**src/rtl/fetch_buffer.sv**
```systemverilog
// fetch_buffer: instruction prefetch FIFO between fetch (PC/imem) and the IF/ID register.
//
// Queues fetched {instr, pc} pairs while decode is stalled and presents them in order.
// A flush (taken branch/jump) empties the queue in one cycle. When empty the head outputs
// present a NOP bubble with PC 0 so IF/ID always latches a legal instruction.
//
// Parameters:
//   WIDTH  instruction and PC width in bits
//   DEPTH  number of entries (power of two, >= 2)
//   NOP    instruction presented while empty
//
// Ports:
//   CLK       clock, rising edge
//   Reset     asynchronous active-low reset
//   Flush     synchronous clear of all entries, overrides push/pop
//   InValid   upstream holds a valid fetched instruction
//   InInstr   fetched instruction
//   InPC      PC of fetched instruction
//   InReady   buffer accepts a push this cycle (registered state only)
//   OutEN     IF/ID enable; consumes the head entry when OutValid
//   OutValid  head entry is valid
//   OutInstr  head instruction, or NOP when empty
//   OutPC     head PC, or 0 when empty
//   Count     number of occupied entries

module fetch_buffer #(
    parameter int unsigned       WIDTH = 32,
    parameter int unsigned       DEPTH = 4,
    parameter logic [WIDTH-1:0]  NOP   = 32'h00000013
) (
    input  logic                     CLK,
    input  logic                     Reset,
    input  logic                     Flush,
    input  logic                     InValid,
    input  logic [WIDTH-1:0]         InInstr,
    input  logic [WIDTH-1:0]         InPC,
    output logic                     InReady,
    input  logic                     OutEN,
    output logic                     OutValid,
    output logic [WIDTH-1:0]         OutInstr,
    output logic [WIDTH-1:0]         OutPC,
    output logic [$clog2(DEPTH):0]   Count
);

    localparam int unsigned PtrW = $clog2(DEPTH);
    localparam int unsigned CntW = PtrW + 1;
    localparam logic [CntW-1:0] CntFull = CntW'(DEPTH);

    // Entry layout: {instr, pc}
    logic [2*WIDTH-1:0] mem_q [DEPTH];

    logic [PtrW-1:0] wr_ptr_q, wr_ptr_d;
    logic [PtrW-1:0] rd_ptr_q, rd_ptr_d;
    logic [CntW-1:0] count_q,  count_d;

    logic push;
    logic pop;
    logic not_full;
    logic not_empty;

    // Ready/valid come from registered occupancy only: no push-through when full and
    // no bypass when empty, which keeps InReady free of any path from OutEN.
    assign not_full  = (count_q != CntFull);
    assign not_empty = (count_q != '0);

    assign push = InValid & not_full & ~Flush;
    assign pop  = not_empty & OutEN & ~Flush;

    always_comb begin
        wr_ptr_d = wr_ptr_q;
        rd_ptr_d = rd_ptr_q;
        count_d  = count_q;

        if (Flush) begin
            wr_ptr_d = '0;
            rd_ptr_d = '0;
            count_d  = '0;
        end else begin
            // DEPTH is a power of two, so natural pointer overflow is the mod-DEPTH wrap.
            if (push) begin
                wr_ptr_d = wr_ptr_q + 1'b1;
            end
            if (pop) begin
                rd_ptr_d = rd_ptr_q + 1'b1;
            end
            unique case ({push, pop})
                2'b10:   count_d = count_q + 1'b1;
                2'b01:   count_d = count_q - 1'b1;
                default: count_d = count_q;
            endcase
        end
    end

    always_ff @(posedge CLK or negedge Reset) begin
        if (!Reset) begin
            wr_ptr_q <= '0;
            rd_ptr_q <= '0;
            count_q  <= '0;
        end else begin
            wr_ptr_q <= wr_ptr_d;
            rd_ptr_q <= rd_ptr_d;
            count_q  <= count_d;
        end
    end

    // Storage needs no reset: contents are never visible while count is zero.
    always_ff @(posedge CLK) begin
        if (push) begin
            mem_q[wr_ptr_q] <= {InInstr, InPC};
        end
    end

    always_comb begin
        InReady  = not_full;
        OutValid = not_empty;
        Count    = count_q;
        OutInstr = NOP;
        OutPC    = '0;
        if (not_empty) begin
            OutInstr = mem_q[rd_ptr_q][2*WIDTH-1:WIDTH];
            OutPC    = mem_q[rd_ptr_q][WIDTH-1:0];
        end
    end

endmodule

```
**config.mk**
```make
export PLATFORM = sky130hd
export DESIGN_NAME = fetch_buffer
export DESIGN_NICKNAME = d
export VERILOG_FILES = /design/src/rtl/fetch_buffer.sv
export SDC_FILE = /design/constraint.sdc
export NUM_CORES = 1
export LEC_CHECK = 0
export BUFFER_PORTS_ARGS = -buffer_cell sky130_fd_sc_hd__buf_2
export CORE_ASPECT_RATIO = 1.5
export CORE_MARGIN = 4
export CORE_UTILIZATION = 52
export CTS_CLUSTER_DIAMETER = 60
export DETAILED_ROUTE_END_ITERATION = 10
export PLACE_DENSITY = 0.76
export SLEW_MARGIN = 10
export SYNTH_ARGS = -nofsm -noshare
export SYNTH_HDL_FRONTEND = slang
export SYNTH_SLANG_ARGS = --single-unit
export TNS_END_PERCENT = 1
```
**constraint.sdc**
```tcl
create_clock -name CLK -period 2.7 [get_ports CLK]
set_input_delay 0.54 -clock CLK [delete_from_list [all_inputs] [get_ports CLK]]
set_output_delay 0.54 -clock CLK [all_outputs]
set_load 0.05 [all_outputs]
```
* Yosys cells after proc, flatten, opt, wreduce, memory -nomap -nowiden
Memory sizes are Yosys's and may differ from the RTL's. Index checks and enable logic that the tools add are counted.
Word-level totals: memory bits (writable) 256, memories 1, input bits 69, bits in registers 7, output and inout bits 69, logic and storage cells 30
Operators by class: add/sub/neg operators 4, eq/ne operators 3, muxes and demuxes 10, bitwise logic cells 5, reduce and logical (&&, ||, !) cells 4
Memories:
- mem_q | depth 4, bits a word 64, rd ports 1, clocked after memory_dff 0, wr ports 1, line 50 | logic [2*WIDTH-1:0] mem_q [DEPTH];
Operator list (number):
- $mux W32 | 2
- $mux W2 | 4
- $pmux W3 S2 | 1
- $reduce_bool A3 Y1 | 2
- $add A2 B1 Y2 const B | 2
- $and A1 B1 Y1 | 4
- $reduce_bool A2 Y1 | 2
- $add A3 B1 Y3 const B | 1
- $mux W3 | 1
- $ne A3 B3 Y1 const B | 1
- $sub A3 B1 Y3 const B | 1
- $eq A2 B1 Y1 const B | 1
- $eq A2 B2 Y1 const B | 1
- $mux W1 | 2
- $not A1 Y1 | 1

* Longest topological paths before layout
depth in word-level cells 6, depth in mapped cells 9, gate-level depth less buffers 8

* Worst setup path after synthesis
OpenSTA, ideal clock, no wires.
path kind reg-to-reg, start point register count_q[0] (netlist: Count[0]), end point memory mem_q[0][0] (netlist bit) (enable), path buffers 1, slack -1.023 ns, setup time 0.429 ns, arrival 3.294 ns, data required time 2.271 ns, cell stages (with the launch flop) 6, period minus slack after synthesis 3.723 ns, cell sequence dfrtp_1 > clkbuf_1 > or3b_1 > nand2_1 > nor2_1 > and2_1
Between the ends: word-level cells in the longest chain between the ends 5
RTL lines:
- start, declared | line 54 | logic [CntW-1:0] count_q, count_d;
- start signal, assigned | line 102 | count_q <= count_d;
- $ne A3 B3 Y1 | line 63 | assign not_full = (count_q != CntFull);
- via InReady | line 37 | output logic InReady,
- $and A1 B1 Y1 (2 in a row) | line 66 | assign push = InValid & not_full & ~Flush;
- $mux W1 | line 108 | if (push) begin
- $mux W1 (not written as such) | line 109 | mem_q[wr_ptr_q] <= {InInstr, InPC};
- end, declared | line 50
The timed path passes the listed nets, and every way through them passes these cells.

* Final worst setup path
start point register rd_ptr_q[0], end point output OutInstr[1]
Between the ends: word-level cells in the longest chain between the ends 2
RTL lines:
- start, declared | line 53 | logic [PtrW-1:0] rd_ptr_q, rd_ptr_d;
- start signal, assigned | line 101 | rd_ptr_q <= rd_ptr_d;
- $mem_v2 Z4 W64
- $mux W32 | line 119 | if (not_empty) begin
- end, declared | line 40 | output logic [WIDTH-1:0] OutInstr,
No other way between the ends.

==> impl_metrics.yaml <==
logic_synthesis:
  synthArstFlopShare_pct: 2.66
  synth_seq_area_share_pct: 77.1
  synth-edff-count: 256
  synth_flop_cell: "edfxtp_1"
  synthTopCellsByCount: "edfxtp_1, and2_1, mux4_2"
  yosys.area.top_type_share_pct: 75.4
  synthCells: 469
  syn_area_per_cell_um2: 21.7
  synth_area_leaders: "edfxtp_1, mux4_2, and2_1, dfrtp_1, buf_6"
  synth_cell_types: 34
  syn_nets: 543
  syn_area_um2: 10200
  ys_ff_latch: 263
  yosysWarnings: 0
  yosys.area.top_type: "edfxtp_1"
  synth_most_common_cell: "edfxtp_1"
finish:
  area_growth_pct: 23.2
  final_nets: 715
  drive_gt1_share_pct: 45.4
  nFillCells: 1321
  post-route-cell-area_um2: 12600
sta:
  skew_ns: 0.00922
  setup_tns_ns: -0.0105
  max_slew_margin_pct: 69.7
  period_needed_ns: 2.71
  rsz0062_at_grt: "yes"
  final.setup.worst_slack_ns: -0.0105
  fin_crit_sh_pct: 100
  hold_viol: 0
  finalSetupViolations: 1
  max_freq_mhz: 369
  tightest_slew_ns: 0.455
  slew_viol_final: 0
placed_design:
  hpwl_mm: 12.2
  port_buffers: 137
  postPlaceCellArea_um2: 11300
  gp_congestion: 0.718
clock_network:
  cts_inserted_buffers: 24
  clkTransAtPathRegs_ns: 0.06
  cts_tree: "yes"
  htree_num_levels: 1
  clk-insertion-delay-late_ns: 0.50
  clockBufferDepth: 3
  cts-root-buf: "clkbuf_16"
  cts.sinks: 263
status:
  outcome: "complete, but fails checks"
  violations: "negative setup slack"
drt:
  drt_iter0_drc: 305
  drt_pass1_iterations: 4
  wl_per_cell_um: 21.9
  drt_wl_total_mm: 19.9
  drc: 0
  via_per_inst: 5.52
  vias: 5037
  ant_nets: 0
global_routing:
  grt.overflow.total: 0
  antenna_found_initial: 2
  grt_pass1_wl_mm: 30.5
  track_usage_pct: 18.0
  grt_max_degree: 50
  grt_pass1_vias: 5412
die:
  pin_count: 138
  row_count: 62
  die_x_um: 122
  core_um2: 19200
  start_util_pct: 53.0
  dieArea_um2: 22000
  die_y_um: 179
power:
  total_power_mw: 9.44
  power_density_nw_per_um2: 752
  ir_worst_vdd_uv: 558
  p_leak_nw: 4.33
setup_path:
  cp.required_ns: 2.16
  cp-start-kind: "flip-flop"
  cp.arrival_ns: 2.17
  criticalPathCategory: "reg -> out"
  worstSetupEndpointType: "primary output"
  worstPathMaxFanout: 7
worst_hold_path:
  hold_class: "in -> reg"
run:
  drv_cap: 0
## repair_timing
action                                  in CTS  in global routing
buffers inserted                             6                  4
cloned                                       0                  5
gates resized for setup                     53                 64
hold endpoints to repair                     7                  0
endpoints found under the setup margin      64                 61
hold buffers                                 1                  0
## per-stage QoR
step	worst slack [ns]	utilization [%]	hold slack (ns)	instances
finish	-0.0105	65.3	0.250	912
floorplan	0.164	-	0.244	469
global placement	0.409	58.9	0.393	855
global route	-0.0648	65.3	0.229	911
detailed placement	0.390	58.9	0.391	855
CTS	-0.0404	63.5	0.229	901
## metal layers
metal,vias to the layer above,global-route usage (%),part of all wire [%],wire length (um)
li1,2241,-,-,-
met3,20,3.33,5.4,1070
met2,137,32.3,56,11100
met5,-,0,0.065,13
met1,2637,22.4,38,7500
met4,2,4.22,1.2,246
## state kept, by name, summed over array words and instances, names as in the netlist
signal / flops
wr_ptr_q: 2
rd_ptr_q: 2
mem_q: 256
Count: 3
## where the power goes
part / leakage, nW / switching (mW) / internal, mW
sequential: 2.41 / 0.0468 / 4.62
clock: 0.336 / 1.31 / 1.67
combinational: 1.58 / 1.06 / 0.727
total: 4.33 / 2.42 / 7.02
## worst max-delay path: stages (launching register included)
cell     delay (ns)
dfrtp_4        0.52
buf_12         0.17
buf_4          0.13
mux4_2         0.42
or2_4          0.26
buf_6          0.16
## cell usage in the layout (no fill, tap or decap), types with 2 or more instances in the layout
cell type	count
clkbuf_1	4
clkinv_1	5
xnor2_1	2
mux4_2	64
and2_1	40
buf_16	2
nand3_1	4
ha_1	4
a21oi_1	3
dfrtp_4	2
or2_1	2
dfrtp_1	3
nor3_1	2
buf_6	39
buf_12	8
o21ai_0	2
buf_8	2
inv_1	2
clkinv_2	4
dfrtp_2	2
nor2_1	7
diode_2	2
buf_4	20
nand2_1	6
xor2_1	2
and2_4	25
buf_2	95
edfxtp_1	256
clkbuf_16	29
## area by class of cell
class | count | area (um^2) | share of cell area (%)
clock inverters | 10 | 46.3 | 0.369
clock buffers | 29 | 641 | 5.10
repair buffers | 171 | 1420 | 11.3
diodes | 2 | 5.00 | 0.0398
multi-input cells | 178 | 2240 | 17.9
well taps | 256 | 320 | 2.55
flip-flops and latches | 263 | 7870 | 62.7
inverters | 3 | 11.3 | 0.0897
## cells by family (layout without fill, tap and decap cells)
| kind of cell | count (synthesis) | after routing | synth area share, % |
|---|---|---|---|
| AO/OA/AOI/OAI | 11 | 11 | 0.712 |
| XOR/XNOR | 4 | 4 | 0.344 |
| multiplexers | 64 | 64 | 14.1 |
| other | 0 | 2 | 0 |
| buffers and inverters | 28 | 213 | 1.53 |
| AND/OR/NAND/NOR | 94 | 94 | 5.46 |
| flip-flops | 263 | 263 | 77.1 |
| adder cells (fa/ha/maj) | 5 | 5 | 0.687 |
## worst paths after layout
check | from | endpoint | slack [ns] | depth (start not counted)
worst max register to register | Count[2] | mem_q[3][21] | 0.58 | 5
worst min-delay path | InInstr[29] | mem_q[2][61] | 0.25 | 1
worst min register to register | wr_ptr_q[1] | wr_ptr_q[1] | 0.59 | 2
min in group asynchronous | Reset | rd_ptr_q[1] | 0.41 | 2
max in group asynchronous | Reset | rd_ptr_q[0] | 2.10 | 2
worst max-delay path | rd_ptr_q[0] | OutInstr[1] | -0.01 | 5
No activity file was read; power rests on OpenSTA's default activity.
